`src/rtl/sync_pkg.sv`:
```
// Shared constants and elaboration helpers for the sync_filter synchroniser/glitch filter.
package sync_pkg;

   localparam int SYNC_MIN_STAGES = 2;

   function automatic int sync_cnt_w(input int filt_cnt);
      return $clog2(filt_cnt + 1);
   endfunction

   function automatic bit sync_params_ok(input int stages, input int filt_cnt);
      return (stages >= SYNC_MIN_STAGES) && (filt_cnt >= 1);
   endfunction

endpackage

```
`src/rtl/sync_filter_ch.sv`:
```
// One channel: STAGES-deep synchroniser chain followed by a stability counter.
// Edge pulses are built only when SYNC_FILTER_EDGE_EN is defined.
import sync_pkg::*;

module sync_filter_ch #(
   parameter int   STAGES   = 2,
   parameter int   FILT_CNT = 4,
   parameter logic RST_VAL  = 1'b0
) (
   input  logic clk,
   input  logic rst,
   input  logic in_async,
   output logic out_sync,
   output logic busy
`ifdef SYNC_FILTER_EDGE_EN
   ,
   output logic rise,
   output logic fall
`endif
);

   localparam int            CW   = sync_cnt_w(FILT_CNT);
   localparam logic [CW-1:0] LAST = CW'(FILT_CNT - 1);

   (* ASYNC_REG = "TRUE" *) logic [STAGES-1:0] chain;
   logic [CW-1:0] cnt;
   logic          s;
   logic          upd;

   assign s   = chain[STAGES-1];
   assign upd = (s != out_sync) && (cnt == LAST);

   always_ff @(posedge clk or negedge rst) begin
      if (!rst) chain <= {STAGES{RST_VAL}};
      else      chain <= {chain[STAGES-2:0], in_async};
   end

   // Any return of s to the current output discards the pending count.
   always_ff @(posedge clk or negedge rst) begin
      if (!rst) begin
         cnt      <= '0;
         out_sync <= RST_VAL;
      end else if (s == out_sync) begin
         cnt <= '0;
      end else if (upd) begin
         cnt      <= '0;
         out_sync <= s;
      end else begin
         cnt <= cnt + CW'(1);
      end
   end

   assign busy = |cnt;

`ifdef SYNC_FILTER_EDGE_EN
   always_ff @(posedge clk or negedge rst) begin
      if (!rst) begin
         rise <= 1'b0;
         fall <= 1'b0;
      end else begin
         rise <= upd &  s;
         fall <= upd & ~s;
      end
   end
`endif

endmodule

```
`src/rtl/sync_filter.sv`:
```
// Multi-channel input synchroniser with per-channel glitch filter.
// Define SYNC_FILTER_EDGE_EN to add the registered rise/fall pulse outputs.
import sync_pkg::*;

module sync_filter #(
   parameter int               WIDTH    = 1,
   parameter int               STAGES   = 2,
   parameter int               FILT_CNT = 4,
   parameter logic [WIDTH-1:0] RST_VAL  = '0
) (
   input  logic             clk,
   input  logic             rst,
   input  logic [WIDTH-1:0] in_async,
   output logic [WIDTH-1:0] out_sync,
   output logic [WIDTH-1:0] busy
`ifdef SYNC_FILTER_EDGE_EN
   ,
   output logic [WIDTH-1:0] rise,
   output logic [WIDTH-1:0] fall
`endif
);

   if (!sync_params_ok(STAGES, FILT_CNT)) begin : g_bad_params
      $error("sync_filter: need STAGES >= %0d and FILT_CNT >= 1", SYNC_MIN_STAGES);
   end

   for (genvar i = 0; i < WIDTH; i++) begin : g_ch
      sync_filter_ch #(
         .STAGES   (STAGES),
         .FILT_CNT (FILT_CNT),
         .RST_VAL  (RST_VAL[i])
      ) u_ch (
         .clk      (clk),
         .rst      (rst),
         .in_async (in_async[i]),
         .out_sync (out_sync[i]),
         .busy     (busy[i])
`ifdef SYNC_FILTER_EDGE_EN
         ,
         .rise     (rise[i]),
         .fall     (fall[i])
`endif
      );
   end

endmodule
```
`config.mk`:
```
export PLATFORM = sky130hd
export DESIGN_NAME = sync_filter
export DESIGN_NICKNAME = d
export VERILOG_FILES = /design/src/rtl/sync_pkg.sv /design/src/rtl/sync_filter_ch.sv /design/src/rtl/sync_filter.sv
export SDC_FILE = /design/constraint.sdc
export NUM_CORES = 1
export LEC_CHECK = 0
export CAP_MARGIN = 10
export CORE_AREA = 3 3 40 42
export DETAILED_ROUTE_END_ITERATION = 8
export DIE_AREA = 0 0 43 45
export DONT_BUFFER_PORTS = 1
export PLACE_DENSITY = 0.42
export SETUP_SLACK_MARGIN = 0.1
export SLEW_MARGIN = 30
export SYNTH_ARGS = -nofsm -noshare
export SYNTH_HDL_FRONTEND = slang
export SYNTH_SLANG_ARGS = --single-unit
```
`constraint.sdc`:
```
create_clock -name clk -period 1.2 [get_ports clk]
set_input_delay 0.3 -clock clk [delete_from_list [all_inputs] [get_ports clk]]
set_output_delay 0.3 -clock clk [all_outputs]
set_load 0.1 [all_outputs]
```
# Word level (Yosys, flattened, before mapping)
# Index checks and enable logic that the tools add are counted.
# totals
rom_bits	0
ff_bits	6
latchBits	0
mem_bits_rw	0
out_inout_bits	2
memories	0
# classes
order_cmp	0
n_reduce_logical	3
mux	2
n_bitwise	1
add_sub_neg	1
eq_ne	3
n_mul	0
div	0
shifts	0
# ops
op	count
$mux W3	2
$add A3 B1 Y3 const B	1
$eq A3 B2 Y1 const B	1
$reduce_or A3 Y1	1
$reduce_and A2 Y1	1
$eq A1 B1 Y1	1
$logic_and A1 B1 Y1	1
$ne A1 B1 Y1	1
$not A1 Y1	1

# Longest topological paths before layout
# depth
depth_word	4
mapped_depth	3
ltp_nobuf	3

# Worst setup path after synthesis
# OpenSTA, ideal clock, no wires.
# synth_timing
kind	reg-to-output
start	register g_ch[0].u_ch.cnt[0]
end	output busy
required_time_ns	0.900
stages_incl_launch_ff	4
path_slack_ns	-0.384
t_arrival_ns	1.284
path_buffers	0
path_cell_list	dfrtp_1 inv_1 ha_1 nand2b_1
# synth_via
elab_chain_cells	1
# synth_lines
item	line	rtl
start: declaration	sync_filter_ch.sv:26	logic [CW-1:0] cnt;
start signal: assignment	sync_filter_ch.sv:49	cnt <= cnt + CW'(1);
$reduce_or A3 Y1	sync_filter_ch.sv:53	assign busy = |cnt;
end: declaration	sync_filter.sv:15	output logic [WIDTH-1:0] busy
# No other way between the ends.

# Worst setup path in the final report
# layout_timing
start	register g_ch[0].u_ch.cnt[1]
end	output busy
# Same word-level chain as after synthesis.

==> out/metrics.csv <==
metric,value,unit
CP endpoint kind,output pin,
Slew HR,79.73,%
max incr delay on CP,0.34,ns
DRC viols,0,
post-synthesis xor/xnor area fraction,3.431,%
Vias/cell,3.279,
Synth Area in Simple Gates,19.12,%
vias in the first global route,174,
Cells after Synth,17,
fin worst setup slack,-0.1591,ns
HP Start,in_async,
Crit path required time,0.90,ns
DRT Wirelength,371,um
die height,45,um
CTS tree,built,
r2r endpoint,g_ch[0].u_ch.out_sync,
"Slew Viols, Final",0,
Hold Crit Depth,0,
GRT overflow,0,
Adder-Cell Fraction of Synth Area,9.804,%
Critical-path top delay cell,dfrtp_1,
layout cells sized above 1,64.29,%
yosys warns,0,
GRT Util Overall,5.201,%
Synth Cell Area,255.2,um2
failing checks,setup timing,
"Max FO, Critical Path",2,
CTS Buffer Depth,2,
Total Nets Final,34,
Fin. Hold Viols,0,
final core utilization,30.28,%
layout overhead on the synthesized area,52.45,%
CTS Buf Count,3,
R2R depth,4,
fillers,135,
Ant. Diodes,0,
Worst Hold Class,in2reg,
fin crit period,1.359,ns
top layer in use,met3,
critical path data arrival time,1.06,ns
Final period util,113.3,%
WL met2,197,um
DIE WIDTH,43,um
port buffer count,0,
Slew @ Worst Pin,0.3039,ns
largest net degree at the start of global routing,7,
# setup viols final,2,
IO Count,5,
Synth area leader,dfrtp_1,
Wirelength per Cell,8.628,um
"top cells by area, synth","dfrtp_1, ha_1, mux2_4",
Synth Area in Compound Gates,0,%
row count,13,
critical path buffer and inverter count,1,
WL met3,19,um
Max Fclk,735.8,MHz
Post-Syn Nets,22,
root buffer cell,clkbuf_4,
Starting Density,19.86,%
remaining antenna violation count,0,
Worst-Skew Late Latency,0.24,ns
first-pass GRT wire length,641,um
sequential fraction of the synthesis area,58.82,%
Initial DRC Count,0,
# clock sinks,6,
routability cong.,0.6305,
antenna violations before repair,0,
R2R setup slack,-0.02,ns
outcome,"complete, but fails checks",
top-area cell type share of the netlist area,58.82,%
DR pass1 iterations,1,
kind of critical path,reg2out,
Hold Worst Slack,0.08643,ns
core area,0.001285,mm2
cell family with most CP delay,flip-flops,
met1 wire length,154,um
post-synthesis mux area share,5.882,%
RR Startpoint,g_ch[0].u_ch.cnt[0],
worst path cell trace,"inv_1, ha_2, nand2b_4",
crit path launch type,flop,
RSZ-0062 raised after global routing,yes,
Syn Area/Cell,15.01,um2
# H-tree levels,1,
cell area after layout,389.1,um2
vias post-DR,141,
Placed Area,320.3,um2
end of the worst hold path,g_ch[0].u_ch.chain[0],
unique cell type count in the Yosys netlist,10,
Worst-path clk slew,0.04,ns
#FFs+latches synth,6,
DIE AREA,0.001935,mm2
Final Skew,0.002585,ns
max_cap viols,0,
largest family of logic cells by synthesized area,simple AND/OR/NAND/NOR gates,
-- flip-flops by register name, indices dropped and copies added, names as in the netlist --
name	cells
g_ch.u_ch.chain	2
g_ch.u_ch.cnt	3
g_ch.u_ch.out_sync	1
-- per-stage QoR --
stage	setup TNS [ns]	worst slack, ns	std cells
after floorplan	0	0.06220	17
after global placement	0	0.02426	34
after detailed placement	0	0.03338	34
after CTS	-0.2192	-0.1818	42
after global routing	-0.2841	-0.2244	43
final	-0.1775	-0.1591	43
-- placed cells by master, fill, tap and decap left out --
cell type	Yosys	final
dfrtp_1	6	5
buf_4	0	5
clkbuf_4	0	3
inv_1	2	2
ha_2	0	2
nand2b_4	0	1
xnor2_2	0	1
nor2b_4	1	1
nor3_2	1	1
nor3b_2	1	1
mux2_4	1	1
nor2b_1	1	1
clkbuf_1	0	1
dfrtp_2	0	1
dlygate4sd3_1	0	1
buf_12	0	1
-- kinds of logic after synthesis --
| kind of cell | count (synthesis) |
|---|---|
| XOR/XNOR | 1 |
| multiplexers | 1 |
| buffers and inverters | 2 |
| adder cells (fa/ha/maj) | 2 |
| flip-flops | 6 |
| AND/OR/NAND/NOR | 5 |
-- final cells by class --
class                           instances  area [um2]  share of cell area (%)
Tap cell                               15       18.77                   4.823
Clock buffer                            4       26.28                   6.752
Timing Repair Buffer                    7       67.56                   17.36
Inverter                                2       7.507                   1.929
Sequential cell                         6       151.4                   38.91
Multi-Input combinational cell          9       117.6                   30.23
-- worst max path at each step --
stage                              from                    end  slack (ns)  cells after the start
finish              g_ch[0].u_ch.cnt[1]                   busy       -0.16                      3
global route        g_ch[0].u_ch.cnt[1]                   busy       -0.22                      3
CTS                 g_ch[0].u_ch.cnt[1]                   busy       -0.18                      3
detailed placement  g_ch[0].u_ch.cnt[0]                   busy        0.03                      3
floorplan           g_ch[0].u_ch.cnt[0]  g_ch[0].u_ch.out_sync        0.06                      3
global placement    g_ch[0].u_ch.cnt[0]                   busy        0.02                      3
-- synth_stat cells --
master and n:
nand2b_1 1, mux2_4 1, nor3b_2 1, inv_1 2, ha_1 2, nor3_2 1, dfrtp_1 6, nor2b_4 1
xnor2_1 1, nor2b_1 1
-- what timing repair did --
item / 4_1_cts / 5_1_grt
endpoints found under the setup margin: 3 / 4
hold buffers: 1 / 0
hold endpoints to repair: 6 / 0
gates resized for setup: 1 / 0
setup buffers: 3 / 1
pin swaps: 1 / 1
-- routing by layer --
metal  track usage [%]  vias to the layer above
met5                 0                        -
met1             4.926                       63
met3             1.195                        0
met4             9.036                        0
met2             7.186                        4
li1                  -                       74
Power is not shown: default switching activity piles up to over one toggle a cycle in this logic, so the estimate is an artifact.
